### config.mk
export PLATFORM = sky130hd
export DESIGN_NAME = regbank
export DESIGN_NICKNAME = d
export VERILOG_FILES = /design/src/rtl/regbank_pkg.sv /design/src/rtl/regbank_op.sv /design/src/rtl/regbank.sv
export SDC_FILE = /design/constraint.sdc
export NUM_CORES = 1
export LEC_CHECK = 0
export CORE_UTILIZATION = 40
export CTS_CLUSTER_SIZE = 14
export DETAILED_ROUTE_END_ITERATION = 7
export PLACE_DENSITY = 0.64
export RECOVER_POWER = 100
export SETUP_SLACK_MARGIN = 0.3
export SKIP_CTS_REPAIR_TIMING = 1
export SLEW_MARGIN = 20
export SYNTH_ARGS = -nofsm -noshare
export SYNTH_HDL_FRONTEND = slang
export SYNTH_SLANG_ARGS = --single-unit
### constraint.sdc
create_clock -name CLK -period 3.38 [get_ports CLK]
set_input_delay 0.845 -clock CLK [delete_from_list [all_inputs] [get_ports CLK]]
set_output_delay 0.845 -clock CLK [all_outputs]
set_load 0.03 [all_outputs]
### src/rtl/regbank_pkg.sv
// regbank_pkg: op encodings and default geometry shared by the register bank and controller
package regbank_pkg;
  localparam int RB_WIDTH = 8;
  localparam int RB_DEPTH = 4;
  localparam int RB_ADDR_W = 2;
  localparam logic [1:0] OP_NOP = 2'b00;
  localparam logic [1:0] OP_INC = 2'b01;
  localparam logic [1:0] OP_DEC = 2'b10;
  localparam logic [1:0] OP_SHL = 2'b11;
endpackage

### src/rtl/regbank_op.sv
// regbank_op: combinational in-place modifier (inc/dec/shl) with carry and zero results
module regbank_op import regbank_pkg::*; #(
  parameter int WIDTH = RB_WIDTH
) (
  input  logic [WIDTH-1:0] value,
  input  logic [1:0]       op,
  output logic [WIDTH-1:0] result,
  output logic             carry,
  output logic             zero
);
  always_comb begin
    result = op == OP_INC ? value + WIDTH'(1) :
             op == OP_DEC ? value - WIDTH'(1) :
             op == OP_SHL ? {value[WIDTH-2:0], 1'b0} : value;
    carry  = op == OP_INC ? &value :
             op == OP_DEC ? ~|value :
             op == OP_SHL ? value[WIDTH-1] : 1'b0;
    zero   = ~|result;
  end
endmodule

### src/rtl/regbank.sv
// regbank: DEPTH x WIDTH register bank with bus/ALU read ports, in-place ops and Z/C flags
module regbank import regbank_pkg::*; #(
  parameter int WIDTH  = RB_WIDTH,
  parameter int DEPTH  = RB_DEPTH,
  parameter int ADDR_W = RB_ADDR_W
) (
  input  logic              CLK,
  input  logic              nCLR,
  input  logic              nL,
  input  logic              nE,
  input  logic [1:0]        OP,
  input  logic [ADDR_W-1:0] WSEL,
  input  logic [ADDR_W-1:0] RSEL,
  input  logic [ADDR_W-1:0] ASEL,
  input  logic [ADDR_W-1:0] BSEL,
  input  logic [WIDTH-1:0]  DBUS,
  output logic [WIDTH-1:0]  BUSOUT,
  output logic              BUSOE,
  output logic [WIDTH-1:0]  ALUA,
  output logic [WIDTH-1:0]  ALUB,
  output logic              Z,
  output logic              C
);
  logic [WIDTH-1:0] regs [DEPTH];
  logic [WIDTH-1:0] bus_val, cur, res;
  logic             w_ok, res_c, res_z;
  // Unmatched selects fall through to zero, so out-of-range reads return 0 and writes are dropped
  always_comb begin
    bus_val = '0;
    ALUA = '0;
    ALUB = '0;
    cur = '0;
    w_ok = 1'b0;
    for (int i = 0; i < DEPTH; i++) begin
      bus_val = RSEL == ADDR_W'(i) ? regs[i] : bus_val;
      ALUA = ASEL == ADDR_W'(i) ? regs[i] : ALUA;
      ALUB = BSEL == ADDR_W'(i) ? regs[i] : ALUB;
      cur = WSEL == ADDR_W'(i) ? regs[i] : cur;
      w_ok = w_ok | (WSEL == ADDR_W'(i));
    end
  end
  assign BUSOUT = nE ? '0 : bus_val;
  assign BUSOE = !nE;
  regbank_op #(.WIDTH(WIDTH)) u_op (
    .value (cur),
    .op    (OP),
    .result(res),
    .carry (res_c),
    .zero  (res_z)
  );
  always_ff @(posedge CLK or negedge nCLR) begin
    if (!nCLR) begin
      for (int i = 0; i < DEPTH; i++) regs[i] <= '0;
      Z <= 1'b0;
      C <= 1'b0;
    end else if (w_ok && (!nL || OP != OP_NOP)) begin
      for (int i = 0; i < DEPTH; i++) if (WSEL == ADDR_W'(i)) regs[i] <= nL ? res : DBUS;
      Z <= nL ? res_z : ~|DBUS;
      if (nL) C <= res_c;
    end
  end
endmodule

==> flow_metrics.tcl <==
set metrics [dict create \
    skew_ps 8.34 \
    fin_ws_ps 281 \
    synth_enable_flop_cells 0 \
    p_leak_nw 1.43 \
    yosys_most_used_dff "dfrtp_1" \
    post-place-cells 384 \
    required_ps 3610 \
    hold_viol_final 0 \
    ys_warn_count 0 \
    fin_hold_ws_ps 504 \
    clk_pin_slew_ps 80 \
    syn_area_um2 2770 \
    grt-ovfl-total 0 \
    finalSetupViolCount 0 \
    ir_drop_v 0.000358 \
    insertedDiodeCount 0 \
    synthCells 242 \
    top_layer_used "met4" \
    grt_max_degree 35 \
    worstSkewPairLatency_ps 290 \
    worstMarginPinSlew_ps 1950 \
    vias 2536 \
    drc 0 \
    crit_path_end_kind "register" \
    via_per_inst 6.39 \
    synth_area_per_cell_um2 11.4 \
    synth_fp_nets 267 \
    synthArstFlopShare_pct 100 \
    die_w_um 85.1 \
    total_power_mw 2.31 \
    drt_iter0_drc 224 \
    max_freq_mhz 323 \
    status "finished with violations" \
    design_area_um2 3620 \
    root_buffer "clkbuf_8" \
    crit_fanout 7 \
    syn_to_final_growth_pct 31.0 \
    cts_inserted_buffers 5 \
    rows 29 \
    post-place-ws_ps -484 \
    yosysMostFrequentCell "dfrtp_1" \
    h-tree-depth 2 \
    grt_usage_pct 23.5 \
    first_global_vias 2488 \
    synth-seq-cells 34 \
    cts_buffer_depth 2 \
    cts.sinks 34 \
    antenna_found_initial 0 \
    dieHeight_um 85.1 \
    arrival_ps 3330 \
    synth_cell_types 50 \
    synth_commonest_cells "dfrtp_1 (34), mux4_2 (32), mux2_2 (28)" \
    cap_violations 1 \
    wl_per_cell_um 20.5 \
    finalNonFillerCells 397 \
    io_pins 49 \
    nFillCells 563 \
    path_class "input port to register" \
    grt_pass1_wl_um 13000 \
    port_buffers 48 \
    placed_area_um2 3580 \
    power_density_nw_per_um2 638 \
    multi_input_area_um2 1850 \
    initial_core_util_pct 42.6 \
    start_kind "input port" \
    synth_top_area_share_pct 30.8 \
    wirelength_um 8150 \
    core_area_um2 6490 \
    die_area_um2 7250 \
    drive_above_1_share_pct 35.3 \
    gp_congestion 0.891 \
    ant_nets 0 \
    seqCellArea_um2 851 \
    yosys.area.top_type "dfrtp_1" \
    final.min_clock_period_ps 3100 \
    seq_area_frac_synth_pct 30.8 \
    rsz0062_at_grt "no" \
    met1_length_um 3340 \
    fin_tns_setup_ps 0 \
    violations "capacitance limit, slew limit" \
    wl_met3_um 695 \
    fin_util_pct 55.8 \
    cts_tree "built" \
    first_pass_iters 5 \
    slew_viol_final 35 \
    ys_top_cells_by_area "dfrtp_1 (31%), mux4_2 (26%), mux2_2 (11%)" \
    dp_hpwl_um 5880 \
    timing.slew.headroom_pct -29.9 \
    hold_path_class "register to register" \
    period_share_pct 91.7 \
    nNetsFinal 344 \
    route.met2.wl_um 3990 \
]
==> worst max-delay path, cell delays in order <==
cell and delay [ps]:
clkbuf_1 120, buf_12 140, mux4_2 590, inv_2 90
ha_1 180, nand2_2 90, or4_4 450, a21oi_4 170
a221oi_2 50, a21oi_1 150, clkbuf_1 240, mux2_2 200
==> final timing paths <==
check,startpoint,to,cells past startpoint,slack (ps)
min in group asynchronous,nCLR,regs[16],2,1630
worst max-delay path,WSEL[0],regs[4],12,280
max in group asynchronous,nCLR,C,2,630
worst min-delay path,Z,Z,2,500
worst min register to register,Z,Z,2,500
worst max register to register,regs[0],regs[4],10,690
==> area by class of cell <==
cell class	instances	share of cell area [%]
Multi-Input combinational cell	181	51.1
Sequential cell	34	23.5
Timing Repair Buffer	88	19.4
Tap cell	77	2.66
Clock buffer	6	2.00
Inverter	9	0.933
Clock inverter	2	0.380
==> cells in the final DEF, fill, tap and decap left out, types with 2 or more instances in the layout <==
master,instances
nand3_1,7
o211ai_1,3
inv_1,7
a211oi_1,2
nand4_1,4
mux2_2,27
clkbuf_8,5
buf_12,6
dlygate4sd3_1,4
o21ai_0,7
dlymetal6s2s_1,5
clkbuf_4,2
mux2i_1,2
a31oi_1,2
dfrtp_1,34
nor2b_1,3
or4_1,2
nor3_1,4
or4_4,2
clkbuf_1,30
mux4_2,32
ha_1,3
and4_1,2
buf_4,25
clkdlybuf4s50_1,13
nor2_1,18
nand2_1,11
and2_1,9
buf_6,3
a21oi_1,11
==> routing by layer <==
metal | vias to the layer above | track usage [%]
met5 | - | 0
met4 | 0 | 7.55
met1 | 1254 | 33.0
li1 | 1106 | -
met2 | 162 | 36.7
met3 | 14 | 4.67
==> registers in the layout (all words and copies together), names as in the netlist <==
signal	count
C	1
Z	1
regs	32
==> kinds of logic after synthesis <==
family	Yosys count	synth area share, %
multiplexers	63	38.6
adder cells (fa/ha/maj)	3	1.36
AO/OA/AOI/OAI	46	11.9
buffers and inverters	27	4.03
flip-flops	34	30.8
AND/OR/NAND/NOR	69	13.3
==> power by group <==
group	internal, mW	switching (mW)	total, mW
logic	0.614	0.693	1.31
clock network	0.146	0.162	0.308
registers	0.537	0.158	0.695
Power figures use the tool's default switching activity.
